File: src/rtl/mem_request_arbiter_if.sv
// Bundles the two requester ports and the memory-controller command path.
// The slave modport faces the arbiter; the master modport faces requesters and the controller.
interface mem_request_arbiter_if #(
  parameter int unsigned ADDRESS_SIZE = 24,
  parameter int unsigned DATA_SIZE    = 16
);
  logic                    req0;
  logic                    req1;
  logic [ADDRESS_SIZE-1:0] addr0;
  logic [ADDRESS_SIZE-1:0] addr1;
  logic [DATA_SIZE-1:0]    wdata0;
  logic [DATA_SIZE-1:0]    wdata1;
  logic                    cs0;
  logic                    cs1;
  logic                    len0;
  logic                    len1;
  logic                    op0;
  logic                    op1;
  logic [DATA_SIZE-1:0]    rdata0;
  logic [DATA_SIZE-1:0]    rdata1;
  logic                    ack0;
  logic                    ack1;
  logic                    err0;
  logic                    err1;
  logic [1:0]              gnt;

  logic                    mc_valid;
  logic [ADDRESS_SIZE-1:0] mc_addr;
  logic [DATA_SIZE-1:0]    mc_wdata;
  logic                    mc_chip_select;
  logic                    mc_length_select;
  logic                    mc_op_select;
  logic [DATA_SIZE-1:0]    mc_rdata;
  logic                    mc_ack;
  logic                    mc_ready;

  modport slave (
    input  req0, req1, addr0, addr1, wdata0, wdata1, cs0, cs1, len0, len1, op0, op1,
    input  mc_rdata, mc_ack, mc_ready,
    output rdata0, rdata1, ack0, ack1, err0, err1, gnt,
    output mc_valid, mc_addr, mc_wdata, mc_chip_select, mc_length_select, mc_op_select
  );

  modport master (
    output req0, req1, addr0, addr1, wdata0, wdata1, cs0, cs1, len0, len1, op0, op1,
    output mc_rdata, mc_ack, mc_ready,
    input  rdata0, rdata1, ack0, ack1, err0, err1, gnt,
    input  mc_valid, mc_addr, mc_wdata, mc_chip_select, mc_length_select, mc_op_select
  );
endinterface

File: src/rtl/mem_request_arbiter.sv
// Two-port round-robin arbiter that sequences one command at a time into the RAM/ROM
// controller, waits for its ack (or a timeout) and returns a one-cycle ack/err to the winner.
module mem_request_arbiter #(
  parameter int unsigned ADDRESS_SIZE   = 24,
  parameter int unsigned DATA_SIZE      = 16,
  parameter int unsigned TIMEOUT_CYCLES = 64
) (
  input logic                  clk,
  input logic                  rst,
  mem_request_arbiter_if.slave bus
);

  localparam int unsigned CntW = (TIMEOUT_CYCLES > 2) ? $clog2(TIMEOUT_CYCLES) : 1;
  localparam logic [CntW-1:0] CntLimit = CntW'(TIMEOUT_CYCLES - 1);

  typedef enum logic [1:0] {StIdle, StIssue, StWait, StDone} state_e;

  state_e          state_q;
  logic [CntW-1:0] cnt_q;
  logic            last_grant_q;
  logic            sel_q;

  logic                    win;
  logic [ADDRESS_SIZE-1:0] win_addr;
  logic [DATA_SIZE-1:0]    win_wdata;
  logic                    win_cs;
  logic                    win_len;
  logic                    win_op;

  // Under contention the port that did not win last time goes next.
  always_comb begin
    win = 1'b0;
    if (bus.req0 && bus.req1) begin
      win = ~last_grant_q;
    end else begin
      win = bus.req1;
    end
    win_addr  = win ? bus.addr1  : bus.addr0;
    win_wdata = win ? bus.wdata1 : bus.wdata0;
    win_cs    = win ? bus.cs1    : bus.cs0;
    win_len   = win ? bus.len1   : bus.len0;
    win_op    = win ? bus.op1    : bus.op0;
  end

  always_ff @(posedge clk or negedge rst) begin
    if (!rst) begin
      state_q              <= StIdle;
      cnt_q                <= '0;
      last_grant_q         <= 1'b1;
      sel_q                <= 1'b0;
      bus.gnt              <= 2'b00;
      bus.mc_valid         <= 1'b0;
      bus.mc_addr          <= '0;
      bus.mc_wdata         <= '0;
      bus.mc_chip_select   <= 1'b0;
      bus.mc_length_select <= 1'b0;
      bus.mc_op_select     <= 1'b0;
      bus.rdata0           <= '0;
      bus.rdata1           <= '0;
      bus.ack0             <= 1'b0;
      bus.ack1             <= 1'b0;
      bus.err0             <= 1'b0;
      bus.err1             <= 1'b0;
    end else begin
      unique case (state_q)
        StIdle: begin
          if ((bus.req0 || bus.req1) && bus.mc_ready) begin
            sel_q                <= win;
            bus.gnt              <= win ? 2'b10 : 2'b01;
            bus.mc_addr          <= win_addr;
            bus.mc_wdata         <= win_wdata;
            bus.mc_chip_select   <= win_cs;
            bus.mc_length_select <= win_len;
            bus.mc_op_select     <= win_op;
            bus.mc_valid         <= 1'b1;
            state_q              <= StIssue;
          end
        end
        StIssue: begin
          bus.mc_valid <= 1'b0;
          cnt_q        <= '0;
          state_q      <= StWait;
        end
        StWait: begin
          // An ack arriving on the final timeout cycle still counts as success.
          if (bus.mc_ack) begin
            if (!bus.mc_op_select) begin
              if (sel_q) bus.rdata1 <= bus.mc_rdata;
              else       bus.rdata0 <= bus.mc_rdata;
            end
            if (sel_q) bus.ack1 <= 1'b1;
            else       bus.ack0 <= 1'b1;
            state_q <= StDone;
          end else if (cnt_q == CntLimit) begin
            if (sel_q) bus.err1 <= 1'b1;
            else       bus.err0 <= 1'b1;
            state_q <= StDone;
          end else begin
            cnt_q <= cnt_q + 1'b1;
          end
        end
        StDone: begin
          bus.ack0     <= 1'b0;
          bus.ack1     <= 1'b0;
          bus.err0     <= 1'b0;
          bus.err1     <= 1'b0;
          bus.gnt      <= 2'b00;
          last_grant_q <= sel_q;
          state_q      <= StIdle;
        end
        default: state_q <= StIdle;
      endcase
    end
  end

endmodule

File: src/flat_wrapper.sv
// flat-port wrapper written by rule: the top's interface ports become plain ports
module mem_request_arbiter_flat 
#(
  parameter int unsigned ADDRESS_SIZE   = 24,
  parameter int unsigned DATA_SIZE      = 16,
  parameter int unsigned TIMEOUT_CYCLES = 64
)
  (clk, rst, bus_req0, bus_req1, bus_addr0, bus_addr1, bus_wdata0, bus_wdata1, bus_cs0, bus_cs1, bus_len0, bus_len1, bus_op0, bus_op1, bus_mc_rdata, bus_mc_ack, bus_mc_ready, bus_rdata0, bus_rdata1, bus_ack0, bus_ack1, bus_err0, bus_err1, bus_gnt, bus_mc_valid, bus_mc_addr, bus_mc_wdata, bus_mc_chip_select, bus_mc_length_select, bus_mc_op_select);
  mem_request_arbiter_if #(.ADDRESS_SIZE(ADDRESS_SIZE), .DATA_SIZE(DATA_SIZE)) bus_i ();
  input logic clk;
  input logic rst;
  input wire logic [$bits(bus_i.req0)-1:0] bus_req0;
  input wire logic [$bits(bus_i.req1)-1:0] bus_req1;
  input wire logic [$bits(bus_i.addr0)-1:0] bus_addr0;
  input wire logic [$bits(bus_i.addr1)-1:0] bus_addr1;
  input wire logic [$bits(bus_i.wdata0)-1:0] bus_wdata0;
  input wire logic [$bits(bus_i.wdata1)-1:0] bus_wdata1;
  input wire logic [$bits(bus_i.cs0)-1:0] bus_cs0;
  input wire logic [$bits(bus_i.cs1)-1:0] bus_cs1;
  input wire logic [$bits(bus_i.len0)-1:0] bus_len0;
  input wire logic [$bits(bus_i.len1)-1:0] bus_len1;
  input wire logic [$bits(bus_i.op0)-1:0] bus_op0;
  input wire logic [$bits(bus_i.op1)-1:0] bus_op1;
  input wire logic [$bits(bus_i.mc_rdata)-1:0] bus_mc_rdata;
  input wire logic [$bits(bus_i.mc_ack)-1:0] bus_mc_ack;
  input wire logic [$bits(bus_i.mc_ready)-1:0] bus_mc_ready;
  output wire logic [$bits(bus_i.rdata0)-1:0] bus_rdata0;
  output wire logic [$bits(bus_i.rdata1)-1:0] bus_rdata1;
  output wire logic [$bits(bus_i.ack0)-1:0] bus_ack0;
  output wire logic [$bits(bus_i.ack1)-1:0] bus_ack1;
  output wire logic [$bits(bus_i.err0)-1:0] bus_err0;
  output wire logic [$bits(bus_i.err1)-1:0] bus_err1;
  output wire logic [$bits(bus_i.gnt)-1:0] bus_gnt;
  output wire logic [$bits(bus_i.mc_valid)-1:0] bus_mc_valid;
  output wire logic [$bits(bus_i.mc_addr)-1:0] bus_mc_addr;
  output wire logic [$bits(bus_i.mc_wdata)-1:0] bus_mc_wdata;
  output wire logic [$bits(bus_i.mc_chip_select)-1:0] bus_mc_chip_select;
  output wire logic [$bits(bus_i.mc_length_select)-1:0] bus_mc_length_select;
  output wire logic [$bits(bus_i.mc_op_select)-1:0] bus_mc_op_select;
  assign bus_i.req0 = bus_req0;
  assign bus_i.req1 = bus_req1;
  assign bus_i.addr0 = bus_addr0;
  assign bus_i.addr1 = bus_addr1;
  assign bus_i.wdata0 = bus_wdata0;
  assign bus_i.wdata1 = bus_wdata1;
  assign bus_i.cs0 = bus_cs0;
  assign bus_i.cs1 = bus_cs1;
  assign bus_i.len0 = bus_len0;
  assign bus_i.len1 = bus_len1;
  assign bus_i.op0 = bus_op0;
  assign bus_i.op1 = bus_op1;
  assign bus_i.mc_rdata = bus_mc_rdata;
  assign bus_i.mc_ack = bus_mc_ack;
  assign bus_i.mc_ready = bus_mc_ready;
  assign bus_rdata0 = bus_i.rdata0;
  assign bus_rdata1 = bus_i.rdata1;
  assign bus_ack0 = bus_i.ack0;
  assign bus_ack1 = bus_i.ack1;
  assign bus_err0 = bus_i.err0;
  assign bus_err1 = bus_i.err1;
  assign bus_gnt = bus_i.gnt;
  assign bus_mc_valid = bus_i.mc_valid;
  assign bus_mc_addr = bus_i.mc_addr;
  assign bus_mc_wdata = bus_i.mc_wdata;
  assign bus_mc_chip_select = bus_i.mc_chip_select;
  assign bus_mc_length_select = bus_i.mc_length_select;
  assign bus_mc_op_select = bus_i.mc_op_select;
  mem_request_arbiter #(.ADDRESS_SIZE(ADDRESS_SIZE), .DATA_SIZE(DATA_SIZE), .TIMEOUT_CYCLES(TIMEOUT_CYCLES)) u_core (.clk(clk), .rst(rst), .bus(bus_i));
endmodule
File: config.mk
export PLATFORM = sky130hd
export DESIGN_NAME = mem_request_arbiter_flat
export DESIGN_NICKNAME = d
export VERILOG_FILES = /design/src/rtl/mem_request_arbiter_if.sv /design/src/rtl/mem_request_arbiter.sv /design/src/flat_wrapper.sv
export SDC_FILE = /design/constraint.sdc
export NUM_CORES = 1
export LEC_CHECK = 0
export CORE_UTILIZATION = 42
export DETAILED_ROUTE_END_ITERATION = 10
export PLACE_DENSITY = 0.8
export SYNTH_ARGS = -nofsm -noshare
export SYNTH_HDL_FRONTEND = slang
export SYNTH_SLANG_ARGS = --single-unit
File: constraint.sdc
create_clock -name clk -period 2.3 [get_ports clk]
set_clock_uncertainty 0.15 [all_clocks]
set_input_delay 0.46 -clock clk [delete_from_list [all_inputs] [get_ports clk]]
set_output_delay 0.46 -clock clk [all_outputs]
set_load 0.02 [all_outputs]
==> out/results.txt, run 1 <==
hold slack final - 0.336 ns
max-capacitance violation count - 0
Final GP Congestion - 0.825
die height - 103 um
Post-Syn Instances - 369
yosys synthesis warning count - 0
num rows - 36
layout cells sized above 1 - 0.129
wire length per cell - 15.8 um
status - complete, no violations
CP peak stage delay - 0.71 ns
slowest CP cell - or4_4
HPWL after DPL - 8640 um
Core Util, Final - 0.674
drc violations - 0
vias per std cell - 5.02
largest net degree at the start of global routing - 50
Starting Density - 0.434
leakage - 2.92 nW
nets - 675
synth-to-layout area growth - 55.2%
final setup fails - 0
Clk pin slew, worst setup/hold paths - 0.10 ns
top-level I/O count - 190
worst vdd ir - 0.535 mV
first-pass GRT wire length - 17,800 um
ant diodes - 0
CTS root buffer - clkbuf_8
clock latency at the later pin of the worst-skew pair - 0.36 ns
Power Density - 1220 nW/um2
Tcrit/Tclk final - 0.941
Placed Cells - 682
Bufs on Longest Clock Path - 2
predominant post-synthesis flop cell - dfrtp_1
register area share after synthesis - 0.543
fillers - 758
Final min period - 2.16 ns
EDFF count, synth - 0
Least-Margin Pin Slew - 0.485 ns
Sink Count - 92
CTS Buf Count - 9
post-synth top area cell - dfrtp_1
CP Class - reg -> reg
Mapped Area - 4250 um2
Core Area - 9770 um2
Pre-antenna DRT Iters - 4
critical path peak fanout - 16
Placed Area - 6350 um2
Final ANT Viol Nets - 0
Synth cell types - 41
antenna violations before repair - 0
gr ovfl total - 0
final setup TNS - 0 ns
Critical Path AT - 2.26 ns
Fin. Hold Viols - 0
synth top area cells - dfrtp_1 54%, mux2i_1 10%, mux2_2 6.1%, o21ai_0 5.7%, nand2_1 4.8%
startpoint types - register
via count - 3,510
fin area - 6590 um2
vias in the first global route - 3,583
synthesized flop and latch total - 92
Die X - 103 um
Worst setup EP type - register
RSZ-0062 raised after global routing - no
Slew headroom - 0.668
htree depth - 3
die area - 10,500 um2
Fmax - 0.462 GHz
Port Buffers - 189
syn_nets - 483
Max Slew Vio Count - 0
CP required - 2.40 ns
post-synthesis area per instance - 11.5 um2
Routed WL - 11,100 um
CTS tree - built
top-area cell type share of the netlist area - 0.536
asr flop ratio synth - 1.00
Global Route Usage Sum - 0.224
Min-Delay Path Class - reg -> reg
initial DRC count - 64
Non-Filler Instances - 699
crit-path cells - inv_1, ha_1, inv_2, or4_4, mux2_4
power breakdown:
group	internal [mW]	switching, mW	leakage [nW]
logic	2.02	1.98	1.65
clock network	0.634	0.616	0.118
registers	2.34	0.443	1.15
total	5.00	3.04	2.92
worst max-delay path: cells and delay by family (launching register included):
kind          cells  cell delay [ns]
mux               1             0.35
fa+ha+maj         1             0.19
flops             1             0.44
simple gates      1             0.71
buf+inv           2             0.21
through the flow:
| step | total power, mW | setup slack [ns] |
|---|---|---|
| floorplan | 4.84 | 0.169 |
| global placement | 6.73 | -0.00529 |
| detailed placement | 6.86 | -0.0192 |
| CTS | 8.12 | 0.139 |
| global route | 8.56 | 0.0794 |
| finish | 8.04 | 0.136 |
kinds of logic (layout without fill, tap and decap cells):
family / after synthesis / count (layout) / synth area share
flip-flops: 92 / 92 / 0.543
AND/OR/NAND/NOR: 82 / 82 / 0.0922
AO/OA/AOI/OAI: 81 / 81 / 0.112
multiplexers: 76 / 76 / 0.198
buffers and inverters: 32 / 229 / 0.0377
adder cells (fa/ha/maj): 6 / 6 / 0.0177
sequential cells by signal, summed over array words and instances, names as in the netlist, 2 cells and up:
signal,flops
u_core.bus.rdata1,16
u_core.bus.mc_wdata,16
u_core.cnt_q,6
u_core.state_q,2
u_core.bus.mc_addr,24
u_core.bus.rdata0,16
u_core.bus.gnt,2
worst paths after layout:
| path | endpoint | cells past startpoint | from | slack (ns) |
|---|---|---|---|---|
| max in group asynchronous | u_core.state_q[1] | 3 | rst | 0.94 |
| worst max-delay path | u_core.bus.rdata1[13] | 5 | u_core.state_q[0] | 0.14 |
| worst max register to register | u_core.bus.rdata1[13] | 5 | u_core.state_q[0] | 0.14 |
| min in group asynchronous | u_core.bus.rdata0[11] | 2 | rst | 0.46 |
| worst min-delay path | u_core.bus.mc_addr[13] | 2 | u_core.bus.mc_addr[13] | 0.34 |
| worst min register to register | u_core.bus.mc_addr[13] | 2 | u_core.bus.mc_addr[13] | 0.34 |
cells in the mapped netlist, types with 2 or more instances:
cell type	n
a21oi_1	5
and4b_1	2
a31oi_1	7
dfrtp_1	91
and3b_1	2
buf_2	7
buf_6	2
inv_1	4
mux2i_1	43
nand3_1	7
nor2_1	4
o22ai_1	2
mux2_4	10
o21ai_0	48
nor3_1	3
and3_1	4
nand2_1	54
ha_1	6
mux2_2	23
clkbuf_1	15
o211ai_1	5
a211oi_1	4
inv_2	3
placed cells by master (no fill, tap or decap), drive strengths merged, types with 5 or more instances in the layout:
master	instances
clkdlybuf4s50	188
dfrtp	91
nand2	54
o21ai	48
mux2i	43
mux2	33
buf	17
inv	11
clkbuf	9
a31oi	7
nand3	7
ha	6
o211ai	5
a21oi	5
timing repair:
action,in CTS,in global routing
gates resized for setup,0,0
endpoints found under the setup margin,0,0
setup buffers,0,0
hold buffers,1,0
hold endpoints to repair,35,0
final cells by class:
cell class | instances | area, um2 | share of cell area
Sequential cell | 92 | 2300 | 0.350
Timing Repair Buffer | 206 | 2070 | 0.314
Multi-Input combinational cell | 245 | 1790 | 0.272
Tap cell | 133 | 166 | 0.0253
Clock buffer | 9 | 124 | 0.0188
Clock inverter | 7 | 105 | 0.0160
Inverter | 7 | 26.3 | 0.00399
layer usage:
| metal | GRT usage | vias up | wire length, um |
|---|---|---|---|
| met5 | 0 | - | 0 |
| met4 | 0.0945 | 0 | 280 |
| met3 | 0.0705 | 21 | 980 |
| met2 | 0.370 | 144 | 5490 |
| met1 | 0.270 | 1644 | 4330 |
| li1 | - | 1701 | - |
Note: power is estimated with default switching activity, not from simulation.
==> run 2: changes to the inputs <==
--- a/config.mk
+++ b/config.mk
@@ -5,9 +5,11 @@
 export SDC_FILE = /design/constraint.sdc
 export NUM_CORES = 1
 export LEC_CHECK = 0
+export CAP_MARGIN = 20
 export CORE_UTILIZATION = 42
 export DETAILED_ROUTE_END_ITERATION = 10
 export PLACE_DENSITY = 0.8
+export SKIP_CTS_REPAIR_TIMING = 1
 export SYNTH_ARGS = -nofsm -noshare
 export SYNTH_HDL_FRONTEND = slang
 export SYNTH_SLANG_ARGS = --single-unit
==> out/results.txt, run 2 (synthesized netlist as in run 1, its figures left out) <==
Power Density - 1220 nW/um2
Clk pin slew, worst setup/hold paths - 0.10 ns
antenna violations before repair - 0
Tcrit/Tclk final - 0.941
wire length per cell - 15.8 um
num rows - 36
Max Slew Vio Count - 0
CP Class - reg -> reg
Seq pwr share - 0.346
htree depth - 3
Die X - 103 um
startpoint types - register
Hold Path Cell Cnt - 2
R2R depth - 5
Critical Path AT - 2.26 ns
critical path peak fanout - 16
Slew headroom - 0.668
Hold EP - u_core.bus.mc_addr[13]
Fmax - 0.462 GHz
P_int - 5.00 mW
drc violations - 0
Worst setup EP type - register
CTS root buffer - clkbuf_8
Global Route Usage Sum - 0.223
most common cell after layout, fill and taps aside - clkdlybuf4s50_1
clock latency at the later pin of the worst-skew pair - 0.36 ns
Fin. Hold Viols - 0
clock group share of total power - 0.155
die area - 10,500 um2
synth-to-layout area growth - 55.2%
layout cells sized above 1 - 0.129
leakage - 2.92 nW
HPWL after DPL - 8640 um
Routed WL - 11,100 um
Pre-antenna DRT Iters - 4
final setup fails - 0
Net Sw Frac - 0.378
CP required - 2.40 ns
ant diodes - 0
Port Buffers - 189
combinational power share - 0.498
commonest cells after routing, fill and taps aside - 188 x clkdlybuf4s50_1, 91 x dfrtp_1, 54 x nand2_1
Bufs on Longest Clock Path - 2
Final ANT Viol Nets - 0
CTS tree - built
initial DRC count - 64
largest net degree at the start of global routing - 50
Least-Margin Pin Slew - 0.485 ns
die height - 103 um
Core Area - 9770 um2
max-capacitance violation count - 0
Reg2Reg Launch Point - u_core.state_q[0]
CTS Buf Count - 9
final worst setup slack - 0.136 ns
Largest Register - u_core.bus.mc_addr
first-pass GRT wire length - 17,800 um
RSZ-0062 raised after global routing - no
vias in the first global route - 3,579
Final GP Congestion - 0.825
worst r2r dst - u_core.bus.rdata1[13]
Sink Count - 92
top-level I/O count - 190
Starting Density - 0.434
Final min period - 2.16 ns
flop2flop setup slack - 0.14 ns
CP peak stage delay - 0.71 ns
Sw Pwr - 3.04 mW
via count - 3,510
hold wc startpoint - u_core.bus.mc_addr[13]
Largest register FFs - 24
vias per std cell - 5.02
slowest CP cell - or4_4
Min-Delay Path Class - reg -> reg
worst vdd ir - 0.535 mV
gr ovfl total - 0
crit-path cells - inv_1, ha_1, inv_2, or4_4, mux2_4
status - complete, no violations
Design Power - 8.04 mW
Setup WS pre-CTS - -0.0192 ns
nets - 675
==> run 2: power by group through the flow <==
stage / sequential (mW) / combinational [mW] / clock (mW)
6_report: 2.79 / 4.01 / 1.25
5_1_grt: 2.89 / 4.34 / 1.34
4_1_cts: 2.80 / 4.05 / 1.27
3_5_place_dp: 2.82 / 4.04 / 0
3_3_place_gp: 2.80 / 3.93 / 0
2_1_floorplan: 3.58 / 1.25 / 0
==> run 2: layer usage <==
metal / GRT usage / part of all wire / vias up / routed length [um]
met3: 0.0705 / 0.088 / 21 / 980
met2: 0.370 / 0.50 / 144 / 5490
met5: 0 / 0 / - / 0
met1: 0.269 / 0.39 / 1644 / 4330
li1: - / - / 1701 / -
met4: 0.0945 / 0.025 / 0 / 280
==> run 2: final cells by class <==
class	instances	area (um2)
fillers	759	3190
clock buffers	9	124
multi-input cells	245	1790
inverters	7	26.3
clock inverters	7	105
repair buffers	206	2070
well taps	133	166
flip-flops and latches	92	2300
==> run 2: worst max path at each step <==
| stage | start | endpoint | slack (ns) | cells after the start |
|---|---|---|---|---|
| global route | u_core.state_q[0] | u_core.bus.rdata1[14] | 0.08 | 5 |
| global placement | bus_mc_ack | u_core.bus.rdata1[10] | -0.005 | 4 |
| detailed placement | bus_mc_ack | u_core.bus.rdata1[11] | -0.02 | 4 |
| floorplan | u_core.state_q[0] | u_core.bus.rdata1[10] | 0.17 | 7 |
| CTS | u_core.state_q[0] | u_core.bus.rdata1[13] | 0.14 | 5 |
| finish | u_core.state_q[0] | u_core.bus.rdata1[13] | 0.14 | 5 |
==> run 2: critical path, delay by kind of cell, from the launching register on <==
| kind | cells | cell delay, ns |
|---|---|---|
| mux | 1 | 0.35 |
| flops | 1 | 0.44 |
| simple gates | 1 | 0.71 |
| buf+inv | 2 | 0.21 |
| fa+ha+maj | 1 | 0.19 |
==> run 2: stage by stage <==
step,instances,TNS [ns],utilization,cell area (um2),hold slack (ns)
final,699,0,0.674,6590,0.336
after global routing,699,0,0.674,6590,0.367
after CTS,698,0,0.673,6580,-0.0893
after detailed placement,682,-0.154,0.650,6350,0.315
after global placement,682,-0.0466,0.650,6350,0.310
after floorplan,369,0,-,4250,0.0144
==> run 3: changes to the inputs <==
--- a/config.mk
+++ b/config.mk
@@ -6,9 +6,10 @@
 export NUM_CORES = 1
 export LEC_CHECK = 0
 export CAP_MARGIN = 20
-export CORE_UTILIZATION = 42
+export CORE_ASPECT_RATIO = 0.6
+export CORE_UTILIZATION = 45
 export DETAILED_ROUTE_END_ITERATION = 10
-export PLACE_DENSITY = 0.8
+export PLACE_DENSITY = 0.85
 export SKIP_CTS_REPAIR_TIMING = 1
 export SYNTH_ARGS = -nofsm -noshare
 export SYNTH_HDL_FRONTEND = slang
==> constraint.sdc (replaced) <==
create_clock -name clk -period 2.5 [get_ports clk]
set_clock_uncertainty 0.15 [all_clocks]
set_input_delay 0.5 -clock clk [delete_from_list [all_inputs] [get_ports clk]]
set_output_delay 0.5 -clock clk [all_outputs]
set_load 0.02 [all_outputs]
==> out/results.txt, run 3 (synthesized netlist as in run 1, its figures left out) <==
final setup fails - 0
Final min period - 2.21 ns
CTS tree - built
CTS Buf Count - 9
slowest CP cell - or4_4
Placed Cells - 672
Slew headroom - 0.595
Routed WL - 11,100 um
Fmax - 0.452 GHz
CP Buf/Inv Count - 2
RSZ-0062 raised after global routing - no
worst vdd ir - 0.576 mV
die area - 9840 um2
Final GP Congestion - 0.822
Power Density - 1140 nW/um2
Sw Pwr - 2.83 mW
initial DRC count - 114
Bufs on Longest Clock Path - 2
vias per std cell - 5.06
flop2flop setup slack - 0.29 ns
CP Depth - 5
num rows - 27
Port Buffers - 189
Final ANT Viol Nets - 0
Worst setup startpoint - u_core.state_q[0]
status - complete, no violations
max-capacitance violation count - 0
wire length per cell - 16.1 um
Pre-antenna DRT Iters - 4
Global Route Usage Sum - 0.238
Sink Count - 92
CTS root buffer - clkbuf_16
ant diodes - 0
Net Sw Frac - 0.376
top-level I/O count - 190
clock group share of total power - 0.171
Critical Path AT - 2.29 ns
Largest register FFs - 24
crit-path cells - inv_1, ha_1, inv_2, or4_4, mux2_4
first-pass GRT wire length - 17,900 um
Worst setup EP type - register
commonest cells after routing, fill and taps aside - 188 x clkdlybuf4s50_1, 91 x dfrtp_1, 54 x nand2_1
Clk pin slew, worst setup/hold paths - 0.07 ns
Starting Density - 0.464
die height - 77.2 um
htree depth - 3
worst r2r dst - u_core.bus.rdata1[9]
combinational power share - 0.483
CP Class - reg -> reg
Core Area - 9160 um2
Least-Margin Pin Slew - 0.601 ns
largest net degree at the start of global routing - 84
Min-Delay Path Class - in -> async
Fin. Hold Viols - 0
CP peak stage delay - 0.71 ns
Reg2Reg Launch Point - u_core.state_q[0]
Die X - 127 um
R2R depth - 5
P_int - 4.70 mW
HPWL after DPL - 8360 um
vias in the first global route - 3,501
CP required - 2.58 ns
gr ovfl total - 0
hold slack final - 0.0134 ns
Non-Filler Instances - 688
antenna violations before repair - 0
capture point of the critical path - u_core.bus.rdata1[9]
clock latency at the later pin of the worst-skew pair - 0.34 ns
Tcrit/Tclk final - 0.884
layout cells sized above 1 - 0.118
CP delay by family, top - simple AND/OR/NAND/NOR gates
Design Power - 7.53 mW
Largest Register - u_core.bus.mc_addr
via count - 3,482
startpoint types - register
leakage - 2.89 nW
drc violations - 0
synth-to-layout area growth - 54.9%
Seq pwr share - 0.346
Core Util, Final - 0.718
Max Slew Vio Count - 0
final setup TNS - 0 ns
nets - 667
critical path peak fanout - 16
most common cell after layout, fill and taps aside - clkdlybuf4s50_1
-- run 3: cell types whose count changed in the layout (fill, tap and decap cells not counted), sizes merged --
cell	previous run	this run
bufinv	2	0
inv	11	9
buf	17	10
clkbuf	9	10
dlygate4sd3	1	0
clkinv	1	2
clkinvlp	0	2
-- run 3: layer usage --
layer  routed length (um)  track usage  share of wire
met5                    0            0              0
met4                  130       0.0679          0.012
met3                 1100        0.103          0.099
met2                 5200        0.385           0.47
met1                 4670        0.288           0.42
-- run 3: final cells by class --
type                    count  area [um2]
fillers                   657        2580
well taps                 130         163
repair buffers            198        2010
multi-input cells         245        1790
clock buffers              10         239
flip-flops and latches     92        2300
inverters                   7        26.3
clock inverters             6        46.3
-- run 3: worst min path at each step --
stage,slack [ns],endpoint,from
2_1_floorplan,0.05,u_core.bus.ack0,rst
3_3_place_gp,0.31,u_core.bus.mc_addr[1],u_core.bus.mc_addr[1]
3_5_place_dp,0.32,u_core.bus.mc_wdata[6],u_core.bus.mc_wdata[6]
4_1_cts,0.03,u_core.cnt_q[0],rst
5_1_grt,0.05,u_core.bus.ack1,rst
6_report,0.01,u_core.bus.err1,rst
-- run 3: worst reg2reg max path, delay by kind of cell, from the launching register on --
family / cells / cell delay (ns)
simple gates: 1 / 0.72
mux: 1 / 0.36
buf+inv: 2 / 0.23
fa+ha+maj: 1 / 0.20
flops: 1 / 0.43
-- run 3: through the flow --
stage	area (um2)	setup WS, ns
after global placement	6290	0.161
after CTS	6580	0.284
after detailed placement	6290	0.121
after global routing	6580	0.211
after floorplan	4250	0.369
final	6580	0.289
-- run 3: power groups by stage --
| stage | registers, mW | clock network (mW) | logic (mW) |
|---|---|---|---|
| after floorplan | 3.30 | 0 | 1.15 |
| after global placement | 2.58 | 0 | 3.55 |
| after detailed placement | 2.62 | 0 | 3.65 |
| after CTS | 2.60 | 1.33 | 3.66 |
| after global routing | 2.69 | 1.39 | 3.90 |
| final | 2.60 | 1.29 | 3.64 |
==> RTL edit 1 (settings of run 1) <==
Encoding of `state_e`: now one-hot (4 bits for 4 states).
--- a/src/rtl/mem_request_arbiter.sv
+++ b/src/rtl/mem_request_arbiter.sv
@@ -14,5 +14,5 @@
   localparam logic [CntW-1:0] CntLimit = CntW'(TIMEOUT_CYCLES - 1);
 
-  typedef enum logic [1:0] {StIdle, StIssue, StWait, StDone} state_e;
+  typedef enum logic [3:0] {StIdle = 4'b0001, StIssue = 4'b0010, StWait = 4'b0100, StDone = 4'b1000} state_e;
 
   state_e          state_q;
Formal check against the unedited RTL: no difference found for any inputs over 4 cycles, from zero or initial values and one cycle with rst low; so few cycles prove little.
==> RTL edit 1 against run 1 <==
  * Power down 14%
  * Sequential power decreased by 3%
  * Setup slack got worse by 0.023 ns
  * Final cell count shrank 3.9%
  * Critical endpoint is now u_core.bus.rdata1[11]
  * Sequential cell count increased by 2
  * Area after synthesis decreased by 2.2%
  * Highest routed layer unchanged
  * Wire length is 3.2% lower
  * Cell area shrank 1.9%
==> RTL edit 1: results (changes against run 1) <==
outcome=complete, no violations; final hold slack=0.365 ns (+0.0290 ns); WHS Path Cells=1 (-1); First DRT Iteration DRCs=74 (+16%); synth cell count leaders=dfrtp_1, nor2_1, a21oi_1; Area after DPL=0.00627 sq mm (-1.2%); mux share of post-synthesis cell area=20.2% (+0.44 points); Gate power share=46.4% (-3.4 points); post-place setup slack=-0.240 ns (-0.221 ns); WHS Endpoint=u_core.bus.rdata0[9]; Static Leak=2.85 nW (-2.4%); GP Congestion=0.786 (-4.8%); CP Launch Point=u_core.state_q[1]; proportion of power drawn by the clock network=14.5% (-1.0 points); post-synthesis compound-gate area fraction=9.52% (-1.7 points); Slew headroom=63.8% (-3.0 points); vias in the first global route=3378 (-5.7%); dpl hpwl=8260 microns (-4.4%); Routed WL=10700 microns (-3.2%); Critical Path End=u_core.bus.rdata1[11]; Synth cell types=45 (+9.8%); share of layout cells above drive strength 1=13.4% (+0.55 points); min-delay src=u_core.bus.rdata0[9]; post-synthesis net count=456 (-5.6%); GR Util All Layers=21.2% (-1.1 points); Mapped Cells=347 (-6.0%); Placed Instances=655 (-4.0%); Via-to-Cell Ratio=5.05 (+0.55%); total power draw=6.89 mW (-14%); pin count of the biggest net entering global routing=57 (+14%); clk_lat worst skew=0.34 ns (-0.02 ns); Setup WS post-layout=0.113 ns (-0.0225 ns)
[RTL edit 1: cell types whose count changed after synthesis, moves of 5 or more]
cell,delta
o21ai_0,-39
clkbuf_1,-5
ha_1,-5
a21oi_1,+41
nor2_1,+47
o211ai_1,-5
nand2_1,-50
nand3_1,-6
[RTL edit 1: layout make-up]
| class | count | area (sq um) | share of cell area, % |
|---|---|---|---|
| Multi-Input combinational cell | 226 | 1660 | 25.7 |
| Inverter | 5 | 18.8 | 0.290 |
| Tap cell | 129 | 161 | 2.50 |
| Clock inverter | 2 | 16.3 | 0.252 |
| Clock buffer | 14 | 163 | 2.52 |
| Timing Repair Buffer | 202 | 2090 | 32.3 |
| Sequential cell | 94 | 2350 | 36.4 |
[RTL edit 1: routing by layer]
metal | track usage, % | part of all wire, %
met5 | 0 | 0
met2 | 36.4 | 50
met3 | 6.07 | 8.4
met4 | 8.36 | 2.0
met1 | 25.2 | 40
==> RTL edit 2 (flow settings as in run 1) <==
Made on the original files. `DATA_SIZE` is set to 16 in 3 places; all go to 32.
--- a/src/rtl/mem_request_arbiter_if.sv
+++ b/src/rtl/mem_request_arbiter_if.sv
@@ -3,5 +3,5 @@
 interface mem_request_arbiter_if #(
   parameter int unsigned ADDRESS_SIZE = 24,
-  parameter int unsigned DATA_SIZE    = 16
+  parameter int unsigned DATA_SIZE    = 32
 );
   logic                    req0;
--- a/src/rtl/mem_request_arbiter.sv
+++ b/src/rtl/mem_request_arbiter.sv
@@ -3,5 +3,5 @@
 module mem_request_arbiter #(
   parameter int unsigned ADDRESS_SIZE   = 24,
-  parameter int unsigned DATA_SIZE      = 16,
+  parameter int unsigned DATA_SIZE      = 32,
   parameter int unsigned TIMEOUT_CYCLES = 64
 ) (
--- a/src/flat_wrapper.sv
+++ b/src/flat_wrapper.sv
@@ -3,5 +3,5 @@
 #(
   parameter int unsigned ADDRESS_SIZE   = 24,
-  parameter int unsigned DATA_SIZE      = 16,
+  parameter int unsigned DATA_SIZE      = 32,
   parameter int unsigned TIMEOUT_CYCLES = 64
 )
Ports: changed (6 resized); port bits go from 190 to 286. The function was not compared with the original's and may differ.
==> RTL edit 2 against run 1 <==
  * Sequential cell count grew 48
  * Via count grew 45%
  * Setup slack lost 0.021 ns
  * Power grew 63%
  * Final cell count grew 43%
  * Cell area grew 53%
  * Area after synthesis grew 47%
  * Worst hold slack lost 0.0091 ns
  * Sequential share of layout area shrank 0.13 points
  * Wire length grew 58%
  * Sequential power grew 53%
  * Non-clock buffer count grew 110
  * Critical path type unchanged
  * Largest cell class unchanged
  * Highest routed layer unchanged
==> RTL edit 2: results (changes against run 1) <==
outcome=complete, no violations; Static Leak=4.50 nW (+54%); register area share after synthesis=56.2% (+2.0 points); met2 GRT Util=38.6% (+1.7 points); Seq power=4.27 mW (+53%); Worst-Margin Slew=0.518 ns (+0.0326 ns); critical path data arrival time=2.33 ns (+0.07 ns); slowest stage delay, CP=0.45 ns (-0.26 ns); routing usage on met3=8.61% (+1.6 points); post-synthesis net count=667 (+38%); synth cell count leaders=dfrtp_1, nand2_1, o21ai_0; Synth Area in Adders=1.20% (-0.56 points); Area after DPL=0.00949 sq mm (+49%); Routed WL=17600 microns (+58%); first-pass GRT wire length=25800 microns (+45%); First DRT Iteration DRCs=202 (+220%); net load switching power=4.68 mW (+54%); pin count of the biggest net entering global routing=56 (+12%); routed len/inst=17.5 microns (+10%); Worst Path Max Fanout=32 (+16); clk_lat worst skew=0.41 ns (+0.05 ns); Placed Instances=970 (+42%); postcts setup bufs=0 (unchanged); proportion of power drawn by the clock network=19.7% (+4.2 points); Fill cells=1030 (+36%); total CTS buffers=17 (+8); post-place setup slack=0.0105 ns (+0.0297 ns); share of layout cells above drive strength 1=16.3% (+3.4 points); Via-to-Cell Ratio=5.08 (+1.2%); H-tree levels=4 (+1); clock-pin slew on the worst setup and hold paths=0.05 ns (-0.05 ns); worst vdd ir=0.000648 V (+21%); Root Buffer=clkbuf_16; dpl hpwl=13300 microns (+54%); Avg Inst Size Synth=12.3 sq um (+7.3%); Synth cell types=42 (+2.4%); slowest stage cell, crit path=or3_2; GR Util All Layers=22.6% (+0.20 points); GP Congestion=0.781 (-5.3%); number of port buffers=285 (+51%); mux share of post-synthesis cell area=23.0% (+3.2 points); met1 Usage GRT=24.9% (-2.1 points); ys flop type=dfrtp_1; post-synthesis compound-gate area fraction=9.19% (-2.0 points)
-- RTL edit 2: repair_timing --
item / CTS / global route
endpoints found under the hold margin: 43 / 0
setup endpoints to repair: 0 / 0
hold buffers: 1 / 0
-- RTL edit 2: layout make-up --
class	count	area share (%)
diodes	1	0.0249
clock buffers	19	4.30
clock inverters	12	1.24
inverters	9	0.336
multi-input cells	322	25.0
flip-flops and latches	140	34.8
well taps	184	2.29
repair buffers	316	31.9
-- RTL edit 2: cells by family (layout without fill, tap and decap cells) --
kind of cell,Yosys count,in the layout
DFF,140,140
muxes,124,124
AOI/OAI and AO/OA,98,98
and+or+nand+nor,94,94
buffers and inverters,43,356
adders and majority gates,6,6
other,0,1
-- RTL edit 2: path summary, 6_finish.rpt --
check / startpoint / to / slack (ns) / cells past startpoint
max reg2reg: u_core.state_q[0] / u_core.bus.rdata1[22] / 0.11 / 6
max in group asynchronous: rst / u_core.last_grant_q / 0.95 / 3
min in group asynchronous: rst / u_core.bus.rdata0[19] / 0.39 / 2
max: u_core.state_q[0] / u_core.bus.rdata1[22] / 0.11 / 6
min reg2reg: u_core.bus.mc_wdata[8] / u_core.bus.mc_wdata[8] / 0.33 / 2
min: u_core.bus.mc_wdata[8] / u_core.bus.mc_wdata[8] / 0.33 / 2
-- RTL edit 2: metrics by stage --
stage          util [%]  hold WS [ns]  power (mW)
2_1_floorplan         -        0.0144        7.29
3_3_place_gp       65.3         0.260        10.3
3_5_place_dp       65.3         0.263        10.6
4_1_cts            69.2         0.332        13.2
5_1_grt            69.2         0.364        13.8
6_report           69.2         0.327        13.1
-- RTL edit 2: per-layer routing --
| metal | vias up | share of wire, % |
|---|---|---|
| met5 | - | 0 |
| met4 | 0 | 2.2 |
| met3 | 24 | 9.5 |
| met2 | 227 | 50 |
| met1 | 2449 | 38 |
| li1 | 2398 | - |
